### config.mk
export PLATFORM = sky130hd
export DESIGN_NAME = pwm_bank
export DESIGN_NICKNAME = d
export VERILOG_FILES = /design/src/rtl/pwm_pkg.sv /design/src/rtl/pwm_prescaler.sv /design/src/rtl/pwm_bank.sv
export SDC_FILE = /design/constraint.sdc
export NUM_CORES = 1
export LEC_CHECK = 0
export ABC_AREA = 1
export CAP_MARGIN = 20
export CORE_ASPECT_RATIO = 1.75
export CORE_MARGIN = 2
export CORE_UTILIZATION = 30
export DETAILED_ROUTE_END_ITERATION = 7
export GPL_ROUTABILITY_DRIVEN = 0
export PLACE_DENSITY = 0.49
export REMOVE_ABC_BUFFERS = 1
export SLEW_MARGIN = 20
export SYNTH_ARGS = -nofsm -noshare
export SYNTH_HDL_FRONTEND = slang
export SYNTH_SLANG_ARGS = --single-unit
### constraint.sdc
create_clock -name clk -period 4.9 [get_ports clk]
set_input_delay 0.98 -clock clk [delete_from_list [all_inputs] [get_ports clk]]
set_output_delay 0.98 -clock clk [all_outputs]
set_load 0.005 [all_outputs]
### src/rtl/pwm_pkg.sv
// pwm_pkg: shared types for the PWM bank.
//   pwm_mode_e - counting scheme: edge-aligned saw-tooth or center-aligned triangle
//   pwm_dir_e  - counter direction used by the center-aligned scheme
package pwm_pkg;

  typedef enum logic {
    PWM_EDGE   = 1'b0,
    PWM_CENTER = 1'b1
  } pwm_mode_e;

  typedef enum logic {
    DIR_UP   = 1'b0,
    DIR_DOWN = 1'b1
  } pwm_dir_e;

endpackage

### src/rtl/pwm_prescaler.sv
// pwm_prescaler: divides clk into counter ticks.
//   clk  in  sole clock
//   rst  in  asynchronous active-high reset
//   ena  in  high: prescaler advances; low: it holds
//   tick out combinational, high on the ena cycle the prescaler holds PRESCALE-1
module pwm_prescaler #(
  parameter int PRESCALE = 120
) (
  input  logic clk,
  input  logic rst,
  input  logic ena,
  output logic tick
);

  // One bit minimum so PRESCALE=1 still has a legal (constant-zero) counter.
  localparam int W = (PRESCALE > 1) ? $clog2(PRESCALE) : 1;
  localparam logic [W-1:0] LAST = W'(PRESCALE - 1);

  logic [W-1:0] cnt;

  assign tick = ena && (cnt == LAST);

  always_ff @(posedge clk or posedge rst) begin
    if (rst) begin
      cnt <= '0;
    end else if (ena) begin
      cnt <= tick ? '0 : cnt + W'(1);
    end
  end

endmodule

### src/rtl/pwm_bank.sv
// pwm_bank: CHANNELS PWM outputs sharing one prescaled counter.
//   clk      in  sole clock, rising edge
//   rst      in  asynchronous active-high reset
//   ena      in  high: prescaler/counter advance; low: counter, dir, pwm_out hold
//   period   in  N           terminal count, captured on load
//   duty     in  CHANNELS*N  compare values, channel i at [i*N +: N], captured on load
//   mode     in  0 edge-aligned, 1 center-aligned, captured on load
//   load     in  one-cycle capture request into the shadow registers
//   pwm_out  out CHANNELS    registered outputs, counter < duty
//   sync     out one-clk pulse the cycle after each period boundary
//   pending  out shadow captured but not yet applied
//
// Load protocol: load is a single-cycle request with no back-pressure. The
// cycle load is high, period/duty/mode are written into the shadow and
// pending rises. The shadow moves into the active set on the next period
// boundary; a load coinciding with a boundary lands after that transfer, so
// it waits for the following boundary and pending stays high.
module pwm_bank
  import pwm_pkg::*;
#(
  parameter int N        = 8,
  parameter int CHANNELS = 4,
  parameter int PRESCALE = 120
) (
  input  logic                  clk,
  input  logic                  rst,
  input  logic                  ena,
  input  logic [N-1:0]          period,
  input  logic [CHANNELS*N-1:0] duty,
  input  logic                  mode,
  input  logic                  load,
  output logic [CHANNELS-1:0]   pwm_out,
  output logic                  sync,
  output logic                  pending
);

  logic tick;

  pwm_prescaler #(.PRESCALE(PRESCALE)) u_prescaler (
    .clk  (clk),
    .rst  (rst),
    .ena  (ena),
    .tick (tick)
  );

  // Active and shadow configuration.
  logic [N-1:0]          period_a, sh_period;
  logic [CHANNELS*N-1:0] duty_a,   sh_duty;
  pwm_mode_e             mode_a,   sh_mode;

  // Counter state: the value plus the direction the triangle is travelling.
  logic [N-1:0] counter, counter_nxt;
  pwm_dir_e     dir,     dir_nxt;
  logic         boundary;

  // Next counter / direction and the boundary flag (tick that lands on 0).
  always_comb begin
    counter_nxt = counter;
    dir_nxt     = dir;
    boundary    = 1'b0;
    if (tick) begin
      if (period_a == '0) begin
        // Degenerate one-value period: every tick is a boundary.
        boundary    = 1'b1;
        counter_nxt = '0;
      end else if (mode_a == PWM_EDGE) begin
        if (counter == period_a) begin
          boundary    = 1'b1;
          counter_nxt = '0;
        end else begin
          counter_nxt = counter + N'(1);
        end
      end else if (dir == DIR_UP) begin
        // Turn around as the top value is reached so it is held for one tick only.
        counter_nxt = counter + N'(1);
        if (counter_nxt == period_a) dir_nxt = DIR_DOWN;
      end else begin
        counter_nxt = counter - N'(1);
        if (counter == N'(1)) boundary = 1'b1;
      end
      if (boundary) dir_nxt = DIR_UP;
    end
  end

  // Per-channel compare against the current counter.
  logic [CHANNELS-1:0] pwm_cmp;

  for (genvar i = 0; i < CHANNELS; i++) begin : g_cmp
    assign pwm_cmp[i] = counter < duty_a[i*N +: N];
  end

  always_ff @(posedge clk or posedge rst) begin
    if (rst) begin
      counter <= '0;
      dir     <= DIR_UP;
      sync    <= 1'b0;
    end else begin
      counter <= counter_nxt;
      dir     <= dir_nxt;
      sync    <= boundary;
    end
  end

  // Active set swaps only on a boundary; the counter is 0 then, so a mode or
  // period change restarts cleanly without extra logic.
  always_ff @(posedge clk or posedge rst) begin
    if (rst) begin
      period_a <= '1;
      duty_a   <= '0;
      mode_a   <= PWM_EDGE;
    end else if (boundary && pending) begin
      period_a <= sh_period;
      duty_a   <= sh_duty;
      mode_a   <= sh_mode;
    end
  end

  always_ff @(posedge clk or posedge rst) begin
    if (rst) begin
      sh_period <= '0;
      sh_duty   <= '0;
      sh_mode   <= PWM_EDGE;
      pending   <= 1'b0;
    end else if (load) begin
      sh_period <= period;
      sh_duty   <= duty;
      sh_mode   <= pwm_mode_e'(mode);
      pending   <= 1'b1;
    end else if (boundary) begin
      pending   <= 1'b0;
    end
  end

  always_ff @(posedge clk or posedge rst) begin
    if (rst) begin
      pwm_out <= '0;
    end else if (ena) begin
      pwm_out <= pwm_cmp;
    end
  end

endmodule
# [After elaboration in Yosys (flattened, before gate mapping)]
# Index checks and enable logic that the tools add are counted.
[totals] reg_bits=104 latchBits=0 ram_bits=0 romBits=0 output_inout_bits=6 memories=0
[classes] n_addsub=3 mul=0 n_div=0 order_cmp=4 n_eq_ne=5 shifts=0 mux=19 bitwise=0 n_reduce_logical=6
[op_table] cell="8-bit less-than comparator" n=4
[op_table] cell="8-bit 2-to-1 mux" n=4
[op_table] cell="8-bit equality test" n=2
[op_table] cell="1-bit 2-to-1 mux" n=14
[op_table] cell="8-bit by 1-bit adder with 8-bit output, second input constant" n=1
[op_table] cell="8-bit by 1-bit equality test with 1-bit output, second input constant" n=1
[op_table] cell="8-bit zero test" n=1
[op_table] cell="8-bit by 1-bit subtractor with 8-bit output, second input constant" n=1
[op_table] cell="7-bit by 1-bit adder with 7-bit output, second input constant" n=1
[op_table] cell="7-bit equality test, second input constant" n=1
[op_table] cell="7-bit 2-to-1 mux" n=1
[op_table] cell="2-bit nonzero test" n=2
[op_table] cell="3-bit AND reduction" n=1
[op_table] cell="1-bit logical AND" n=2
[op_table] cell="2-bit by 1-bit != test with 1-bit output, second input constant" n=1

# [Depth between registers and ports, before layout]
[logic_depth] ltp_word=9 ltp_mapped=11 depth_no_buf=10

# [By module]
# A second synthesis with hierarchy kept.
[unflattened] hier_cells=710 area_unflattened_um2=5521.5
[by_module_without_submodules] module="pwm_bank" n_inst=1 cells_each=660 area_each_um2=5142.4
[by_module_without_submodules] module="pwm_prescaler" n_inst=1 cells_each=50 area_each_um2=379.1

# [Least setup slack after synthesis]
# OpenSTA, ideal clock, no wires.
[synth_path] path_type="input to register" startpoint="input ena" endpoint="register mode_a" arrival_ns=1.841 required_ns=4.834 setup_slack_ns=2.993 path_stages=8 cell_sequence="nand2_1 > nor2_1 > nand2_1 > inv_1 > buf_2 > buf_2 > nand4_1 > nand2_1"
[synth_via] elab_chain_cells=3
[synth_rtl] element="start, declared" line="pwm_bank.sv:27" text="input logic ena,"
[synth_rtl] element="1-bit logical AND" line="pwm_prescaler.sv:21" text="assign tick = ena && (cnt == LAST);"
[synth_rtl] element="1-bit 2-to-1 mux" line="pwm_bank.sv:61" text="if (tick) begin"
[synth_rtl] element="1-bit logical AND" line="pwm_bank.sv:111" text="end else if (boundary && pending) begin"
[synth_rtl] element="end signal, assigned" line="pwm_bank.sv:114" text="mode_a <= sh_mode;"
[synth_rtl] element="end, declared" line="pwm_bank.sv:49" text="pwm_mode_e mode_a, sh_mode;"
# Every way passes these cells.
# A chain may end at the register's enable or synchronous reset.

# [Worst setup path after layout]
[layout_path] startpoint="input ena" endpoint="register duty_a[22]"
[layout_via] elab_chain_cells=3
[layout_rtl] element="1-bit logical AND" line="pwm_prescaler.sv:21"
[layout_rtl] element="1-bit 2-to-1 mux" line="pwm_bank.sv:61"
[layout_rtl] element="1-bit logical AND" line="pwm_bank.sv:111"
[layout_rtl] element="end signal, assigned" line="pwm_bank.sv:113" text="duty_a <= sh_duty;"
[layout_rtl] element="end, declared" line="pwm_bank.sv:48" text="logic [CHANNELS*N-1:0] duty_a, sh_duty;"
# Every way passes these cells.

==> flow_summary.toml <==
[synth]
synth_top_family_by_area = "simple AND/OR/NAND/NOR gates"
ys_top_cells_by_area = "dfrtp_1 (44%), nand2_1 (20%), ha_1 (7.4%)"
yosys.area.top_type = "dfrtp_1"
synthXorXnorAreaFrac = 0.009653
yosys.area.top_type_share = 0.4413
syn_inst = 687
syn_avg_cell_area_um2 = 7.924
yosysSeqAreaShare = 0.4799
synth-compound-area-share = 0.04643
synth_mux_area_frac = 0
ys_types = 29
ys_seq_elements = 104
synthAdderAreaFrac = 0.07355
yosys_warnings = 0
synthSimpleGateAreaFrac = 0.3160
syn-cell-area_um2 = 5444

[critical_path]
criticalPathCategory = "primary input to register"
crit_path_max_incr_delay_ns = 0.74
start_kind = "primary input"
cp.required_ns = 5.19
worstPathArrival_ns = 3.15
critPathBufInv = 3
critPathMaxFanout = 46
critical_path.endpoint_type = "register"
rrSetupSlack_ns = 2.32
cp_cell_sequence = "clkdlybuf4s50_1, nand2_1, nor2_1, nand2_1, inv_1, buf_4, nand4_1, nand2_1"
cp_slowest_cell = "clkdlybuf4s50_1"
cp_top_family = "buffers and inverters"
crit_path_frequent_cell = "nand2_1"

[final_layout]
antenna_cells = 0
stdcell_count = 962
final_nets = 800
final_cell_mix = "nand2_1 (294), dfrtp_1 (96), inv_1 (60)"
drive_gt1_frac = 0.04808
area_growth_pct = 17.61
layout_commonest_cell = "nand2_1"
post-route-cell-area_um2 = 6402

[grt]
grt_antenna_before_repair = 0
grt_pass1_vias = 4622
grt_overflow = 0
track_usage = 0.1420
grt_pass1_wl_um = 22180
grt_max_degree = 78

[placed_design]
io_buffer_count = 50
dpl.hpwl_um = 9112
dp_cells = 946
place_area_um2 = 6112

[drt]
wirelength_um = 12850
viasPerCell = 4.646
dr.first_iter.drc_count = 123
firstDrtPassIters = 4
post-route-drc-count = 0
ant_nets = 0
vias = 4469
wl_per_cell_um = 13.36

[floorplanning]
die-area_um2 = 19280
rows = 65
ios = 51
die_x_um = 105.8
start_util = 0.3043
die_h_um = 182.2
core_area_um2 = 17890

[clocking]
cts.repair.resized = 0
cts_inserted_buffers = 9
cts_tree = "built"
holdBufCountCts = 0
cts.htree.levels = 3
cts_root_buffer = "clkbuf_16"
path_clk_slew_ns = 0.08
post_cts_buffers = 0
clock-sinks = 104
cts_buffer_depth = 2
clock_latency_ns = 0.35

[power]
power.density_nw_per_um2 = 496.9
ir_drop_uv = 370.0
power_leakage_nw = 3.218

[timing]
tns_ns = 0
slew_violations = 0
fin_hold_ws_ns = 0.4723
fin_crit_sh = 0.5841
worst_slew_pin_slew_ns = 0.9411
setup_violations = 0
slew_headroom = 0.3726
clock-skew-final_ns = 0.008356
hold_viol = 0
period_minus_slack_ns = 2.862
rsz0062_at_grt = "false"
max_freq_mhz = 349.4

[run]
max_cap_violations = 0

[min_path]
hold_path_class = "register to register"

[run_status]
status = "complete, no violations"
-- cell type report --
type                            count  area [um^2]
Clock buffer                       10        239.0
Clock inverter                      6        51.30
Fill cell                        1908        11490
Inverter                           64        242.7
Multi-Input combinational cell    489         2426
Sequential cell                   104         2613
Tap cell                          234        292.8
Timing Repair Buffer               55        538.0
-- Yosys cell counts --
cell        n
a21oi_1    25
a32oi_1     1
and2_1      1
and3_1      1
buf_2       5
buf_4       4
buf_6       4
clkbuf_1   16
clkbuf_2    1
clkinv_1    1
dfrtp_1    96
dfstp_2     8
ha_1       32
inv_1      61
inv_2       2
nand2_1   294
nand2_4     1
nand3_1    29
nand3_2     1
nand3_4     1
nand3b_1    1
nand4_1    50
nor2_1     20
nor3_1      5
o21a_1      4
o21ai_0    14
o22ai_1     3
xnor2_1     2
xor2_1      4
-- metal layers --
layer,share of wire,track usage,up-vias,wire length (um)
met3,0.018,0.01714,22,228
met1,0.41,0.1646,2103,5276
met5,0,0,-,0
met2,0.54,0.2594,56,6959
li1,-,-,2288,-
met4,0.030,0.06263,0,390
-- per-stage QoR --
step             util  worst slack (ns)  power (mW)
2_1_floorplan       -             1.201       2.087
3_3_place_gp   0.3416             1.733       2.459
3_5_place_dp   0.3416             1.664       2.500
5_1_grt        0.3578             1.770       3.460
4_1_cts        0.3578             2.008       3.225
6_report       0.3578             2.038       3.182
-- cells by family after synthesis --
logic type	Yosys count
buf+inv	94
flops	104
xor+xnor	6
compound gates	47
simple gates	404
fa+ha+maj	32
-- flip-flops by register name, summed over array words and instances, names as in the netlist, 4 cells and up --
register         cells
pwm_out              4
counter              8
duty_a              32
sh_period            8
sh_duty             32
u_prescaler.cnt      7
period_a             8
-- power breakdown --
part / switching [mW] / internal (mW) / leakage, nW / total, mW
combinational: 0.783 / 0.434 / 1.78 / 1.22
sequential: 0.178 / 1.08 / 1.30 / 1.25
clock: 0.343 / 0.367 / 0.145 / 0.710
total: 1.30 / 1.88 / 3.22 / 3.18
-- worst paths after layout --
| path | startpoint | end | cells past startpoint |
|---|---|---|---|
| min reg2reg | duty_a[10]$_DFFE_PP0P_ | duty_a[10]$_DFFE_PP0P_ | 2 |
| max reg2reg | counter[4]$_DFFE_PP0N_ | duty_a[25]$_DFFE_PP0P_ | 10 |
| max in group asynchronous | rst | period_a[3]$_DFFE_PP1P_ | 3 |
| min | duty_a[10]$_DFFE_PP0P_ | duty_a[10]$_DFFE_PP0P_ | 2 |
| min in group asynchronous | rst | sh_duty[23]$_DFFE_PP0P_ | 2 |
| max | ena | duty_a[22]$_DFFE_PP0P_ | 8 |
-- worst reg2reg max path: stages (launching register included) --
cell     delay [ns]
dfrtp_1        0.51
inv_1          0.24
nand2_1        0.11
nand2_1        0.09
nand3_1        0.07
nor2_1         0.13
nand3_2        0.16
nand2_4        0.41
nand3_4        0.47
nand2_1        0.22
nand2_1        0.06
Power figures use the tool's default switching activity.
